<file path="config.mk">
export PLATFORM = sky130hd
export DESIGN_NAME = mem_ctrl
export DESIGN_NICKNAME = d
export VERILOG_FILES = /design/src/rtl/mem_ctrl.sv
export SDC_FILE = /design/constraint.sdc
export NUM_CORES = 1
export LEC_CHECK = 0
export CORE_MARGIN = 2
export CORE_UTILIZATION = 40
export CTS_CLUSTER_SIZE = 16
export DETAILED_ROUTE_END_ITERATION = 7
export DONT_BUFFER_PORTS = 1
export PLACE_DENSITY = 0.64
export SYNTH_ARGS = -nofsm -noshare
export SYNTH_HDL_FRONTEND = slang
export SYNTH_SLANG_ARGS = --single-unit
</file>
<file path="constraint.sdc">
create_clock -name clk -period 2.15 [get_ports clk]
set_clock_uncertainty 0.2 [all_clocks]
set_input_delay 0.645 -clock clk [delete_from_list [all_inputs] [get_ports clk]]
set_output_delay 0.645 -clock clk [all_outputs]
set_load 0.05 [all_outputs]
</file>
<file path="src/rtl/mem_ctrl.sv">
// Memory-stage access controller: one cache handshake per EX/MEM access, dump on halt.
// Latency: IDLE+REQ+WAIT stall cycles, then a 1-cycle DONE; done-with-accept skips WAIT.
// Backpressure: mem_stall holds REQ and re-drives the strobe; stall freezes the pipeline.
// Optional: `define MEM_ALIGN_CHECK_EN to reject odd addresses (err, no strobe, no stall).
module mem_ctrl #(
  parameter int DW      = 16,
  parameter int AW      = 16,
  parameter int TIMEOUT = 64
) (
  input  logic          clk,
  input  logic          rst,
  input  logic          DMemEn_tomem,
  input  logic          DMemWrite_tomem,
  input  logic          DMemDump_tomem,
  input  logic          Halt_tomem,
  input  logic [AW-1:0] ALUOut_tomem,
  input  logic [DW-1:0] ReadData2_tomem,
  output logic [AW-1:0] mem_addr,
  output logic [DW-1:0] mem_wdata,
  output logic          mem_rd,
  output logic          mem_wr,
  output logic          mem_createdump,
  input  logic [DW-1:0] mem_rdata,
  input  logic          mem_done,
  input  logic          mem_stall,
  output logic          stall,
  output logic [DW-1:0] ld_data,
  output logic          ld_valid,
  output logic          halted,
  output logic          err
);

  localparam int CW = $clog2(TIMEOUT + 1);
  localparam logic [CW-1:0] TMO = CW'(TIMEOUT);

  typedef enum logic [2:0] {
    IDLE   = 3'd0,
    REQ    = 3'd1,
    WAIT   = 3'd2,
    DONE   = 3'd3,
    HALTED = 3'd4
  } state_t;

  state_t        state, stateNext;
  logic [CW-1:0] waitCnt;
  logic [CW-1:0] cntInc;
  logic          isWrite;     // access type latched on accept; EX/MEM is frozen anyway
  logic          ldCaptured;  // current access is a load whose data was captured
  logic          acceptReq;
  logic          captureNow;
  logic          timeoutNow;
  logic          alignErr;

  assign cntInc = waitCnt + CW'(1);

  // State register; reset drops any in-flight request.
  always_ff @(posedge clk or posedge rst) begin
    if (rst) begin
      state <= IDLE;
    end else begin
      state <= stateNext;
    end
  end

  // Next-state and strobe/stall decode.
  always_comb begin
    stateNext      = state;
    stall          = 1'b0;
    mem_rd         = 1'b0;
    mem_wr         = 1'b0;
    mem_createdump = 1'b0;
    acceptReq      = 1'b0;
    captureNow     = 1'b0;
    timeoutNow     = 1'b0;
    alignErr       = 1'b0;
    case (state)
      IDLE: begin
        if (DMemDump_tomem || Halt_tomem) begin
          // Dump wins over any access issued by the same instruction.
          mem_createdump = 1'b1;
          stateNext      = HALTED;
        end else if (DMemEn_tomem) begin
`ifdef MEM_ALIGN_CHECK_EN
          if (ALUOut_tomem[0]) begin
            // Misaligned access retires as a no-op with a sticky error.
            alignErr = 1'b1;
          end else begin
            acceptReq = 1'b1;
            stall     = 1'b1;
            stateNext = REQ;
          end
`else
          acceptReq = 1'b1;
          stall     = 1'b1;
          stateNext = REQ;
`endif
        end
      end
      REQ: begin
        stall  = 1'b1;
        mem_rd = ~isWrite;
        mem_wr = isWrite;
        if (!mem_stall) begin
          if (mem_done) begin
            captureNow = 1'b1;
            stateNext  = DONE;
          end else begin
            stateNext = WAIT;
          end
        end
      end
      WAIT: begin
        stall = 1'b1;
        if (mem_done) begin
          captureNow = 1'b1;
          stateNext  = DONE;
        end else if (cntInc == TMO) begin
          timeoutNow = 1'b1;
          stateNext  = DONE;
        end
      end
      DONE: begin
        stateNext = IDLE;
      end
      HALTED: begin
        stateNext = HALTED;
      end
      default: begin
        stateNext = IDLE;
      end
    endcase
  end

  // Address/data latch, wait counter, load capture and sticky error.
  always_ff @(posedge clk or posedge rst) begin
    if (rst) begin
      mem_addr   <= '0;
      mem_wdata  <= '0;
      isWrite    <= 1'b0;
      waitCnt    <= '0;
      ld_data    <= '0;
      ldCaptured <= 1'b0;
      err        <= 1'b0;
    end else begin
      if (acceptReq) begin
        mem_addr   <= ALUOut_tomem;
        mem_wdata  <= ReadData2_tomem;
        isWrite    <= DMemWrite_tomem;
        ldCaptured <= 1'b0;
      end
      if (acceptReq || state == REQ) begin
        waitCnt <= '0;
      end else if (state == WAIT) begin
        waitCnt <= cntInc;
      end
      if (captureNow && !isWrite) begin
        ld_data    <= mem_rdata;
        ldCaptured <= 1'b1;
      end
      if (timeoutNow || alignErr) begin
        err <= 1'b1;
      end
    end
  end

  assign ld_valid = (state == DONE) && ldCaptured;
  assign halted   = (state == HALTED);

endmodule

</file>
==> flow_metrics.py <==
metrics = {
    "outcome": {
        "status": "finished, violations left",
        "violations": "negative setup slack",
    },
    "flow_run": {
        "max_cap_violations": 0,
    },
    "pwr": {
        "power_density_nw_per_um2": 858.6,
        "p_leak_uw": 0.001510,
        "irDropWorstVdd_mv": 0.5059,
    },
    "yosys": {
        "synth-xor-area-share_pct": 1.017,
        "synthMuxAreaShare_pct": 22.66,
        "async_flop_share_pct": 100.0,
        "syn-num-nets": 242,
        "synth-adder-area-share_pct": 0.4843,
        "post_synth_num_cell_types": 36,
        "ys_ff_latch": 61,
        "synthFlopType": "dfrtp_1",
        "synth_area_um2": 2584,
        "yosysSeqAreaShare_pct": 59.08,
        "synth_cells": 185,
        "synth_top_family_by_area": "multiplexers",
        "synthTopCellsByArea": "dfrtp_1 (59%), mux2_2 (17%), mux2_4 (5.2%), nand2_1 (1.3%), nor2_1 (1.3%)",
        "synth_area_leader_cell": "dfrtp_1",
        "synth-compound-area-share_pct": 5.230,
        "syn_avg_cell_area_um2": 13.97,
        "synth_simple_gate_area_share_pct": 9.734,
        "ys_warn_count": 0,
        "synth_edf_count": 0,
        "synth_top_area_share_pct": 59.08,
    },
    "worst_hold_path": {
        "hold_path_class": "primary input to flip-flop",
    },
    "clock_tree": {
        "cts_root_buffer": "clkbuf_8",
        "clock_latency_ps": 340,
        "clk_pin_slew_worst_paths_ps": 60,
        "htree_levels": 3,
        "cts_buffers": 9,
        "cts_num_sinks": 61,
        "clockBufferDepth": 2,
        "tritoncts": "yes",
    },
    "placement": {
        "gp_congestion": 0.7990,
        "port_buffers": 0,
        "dp_hpwl_mm": 3.634,
        "dpl.cell_count": 269,
        "placed_area_um2": 2894,
    },
    "route": {
        "wl_per_cell_um": 17.83,
        "drt-initial-drc-count": 92,
        "ant_nets": 0,
        "dr.pass1.iters": 4,
        "drc": 0,
        "wirelength_mm": 5.188,
        "viasPerCell": 5.357,
        "vias": 1559,
    },
    "floorplanning": {
        "die_h_um": 84.37,
        "rows": 29,
        "initial_core_util_pct": 40.92,
        "ios": 111,
        "die_area_um2": 7118,
        "die_w_um": 84.37,
        "core_area_um2": 6314,
    },
    "sta": {
        "min_period_over_period_pct": 106.1,
        "fmax_mhz": 438.6,
        "relSlewSlack_pct": 66.03,
        "finalHoldViolCount": 0,
        "setup_violations": 6,
        "worst_slew_pin_slew_ps": 509.6,
        "period_minus_slack_ps": 2280,
        "maxSlewViolCount": 0,
        "setup_slack_ps": -130.2,
        "grt_setup_unrepaired": "true",
    },
    "setup_path": {
        "required_ps": 1300,
        "worstSetupStartpointType": "flip-flop",
        "arrival_ps": 1440,
        "worstSetupEndpointType": "output port",
        "worst-path-max-fanout": 6,
        "path_class": "flip-flop to output port",
    },
    "cells_and_area": {
        "fin_cells": 291,
        "multi_input_comb_area_um2": 1060,
        "fin_nets": 266,
        "num-fill-cells": 554,
        "diodes": 0,
        "finalInstanceArea_um2": 3151,
        "seq_area_um2": 1530,
        "area_delta_synth_final_pct": 21.94,
        "layout-drive-gt1-share_pct": 45.79,
    },
    "global_routing": {
        "grt_pass1_wl_mm": 8.107,
        "grt_pass1_vias": 1653,
        "grt_use_total_pct": 15.17,
        "grt-ovfl-total": 0,
        "antenna_found_initial": 0,
        "grt_max_degree": 35,
    },
}
-- layout make-up --
cell class | count | area share, %
Clock inverter | 2 | 0.5163
Clock buffer | 14 | 5.481
Timing Repair Buffer | 20 | 8.380
Sequential cell | 61 | 48.57
Inverter | 2 | 0.3574
Tap cell | 77 | 3.058
Multi-Input combinational cell | 115 | 33.64
-- final timing paths --
| check | endpoint | from | depth (start not counted) | slack [ps] |
|---|---|---|---|---|
| worst max-delay path | mem_rd | state[1] | 3 | -130 |
| worst min-delay path | err | mem_done | 1 | 210 |
| worst max register to register | waitCnt[5] | state[2] | 6 | 100 |
| worst min register to register | ldCaptured | ldCaptured | 2 | 300 |
| max in group asynchronous | mem_wdata[5] | rst | 3 | 630 |
| min in group asynchronous | mem_addr[5] | rst | 2 | 550 |
-- through the flow --
| step | setup WS [ps] | power [uW] | hold slack (ps) | utilization, % | TNS [ps] |
|---|---|---|---|---|---|
| 2_1_floorplan | 3.585 | 1710 | 239.3 | - | 0 |
| 3_3_place_gp | 26.70 | 1754 | 258.9 | 45.84 | 0 |
| 3_5_place_dp | 28.27 | 1768 | 276.7 | 45.84 | 0 |
| 4_1_cts | -149.1 | 2748 | 186.0 | 49.58 | -705.9 |
| 5_1_grt | -198.0 | 2823 | 186.9 | 49.90 | -920.4 |
| 6_report | -130.2 | 2705 | 206.3 | 49.90 | -518.1 |
-- what timing repair did --
item / 4_1_cts / 5_1_grt
hold buffers: 1 / 0
gates resized for setup: 4 / 3
buffers inserted: 4 / 1
setup endpoints to repair: 6 / 6
pin swaps: 2 / 0
hold endpoints to repair: 12 / 0
gates cloned: 0 / 0
-- registers in the layout, summed over array words and instances, names as in the netlist --
name and flops:
state 3, waitCnt 7, isWrite 1, ldCaptured 1, err 1, ld_data 16
mem_addr 16, mem_wdata 16
-- cell usage after synthesis, drive strengths merged, types with 2 or more instances --
library cell	count
a21oi	3
buf	5
clkbuf	2
dfrtp	61
inv	2
mux2	49
nand2	9
nand2b	3
nand3	4
nor2	9
nor3	6
nor3b	3
o21a	4
o21ai	7
xnor2	2
-- power breakdown --
| part | total (uW) | leakage (uW) | internal (uW) | switching [uW] |
|---|---|---|---|---|
| Sequential | 1570 | 0.000795 | 1240 | 329 |
| Combinational | 179 | 0.000622 | 98.0 | 80.9 |
| Clock | 960 | 0.0000929 | 516 | 445 |
| Total | 2700 | 0.00151 | 1850 | 855 |
-- logic make-up after synthesis --
group           Yosys count
mux                      49
buf+inv                   9
flops                    61
fa+ha+maj                 1
compound gates           20
xor+xnor                  3
simple gates             42
-- cells in the final DEF (no fill, tap or decap), types with 2 or more instances in the layout --
cell / count
o21a_1: 4
a21oi_1: 3
o21ai_0: 5
nor2_1: 9
clkinvlp_4: 2
dfrtp_1: 58
clkbuf_1: 2
clkbuf_8: 12
buf_6: 3
mux2_4: 9
buf_12: 8
buf_4: 8
mux2_2: 40
xnor2_1: 2
nand2b_1: 3
dfrtp_2: 3
nand3_1: 3
nand2_1: 9
o21ai_2: 2
nor3_1: 5
-- layer usage --
metal	wire length [um]	global-route usage [%]	vias up
met1	2101	16.87	779
met3	447	6.883	11
met4	114	8.947	0
met2	2525	24.03	64
met5	0	0	-
li1	-	-	705
-- critical path, cell delays in order (launching register included) --
cell and delay [ps]:
dfrtp_2 460, buf_12 150, nor4b_4 310, buf_12 180
(Power assumes the default switching activity.)
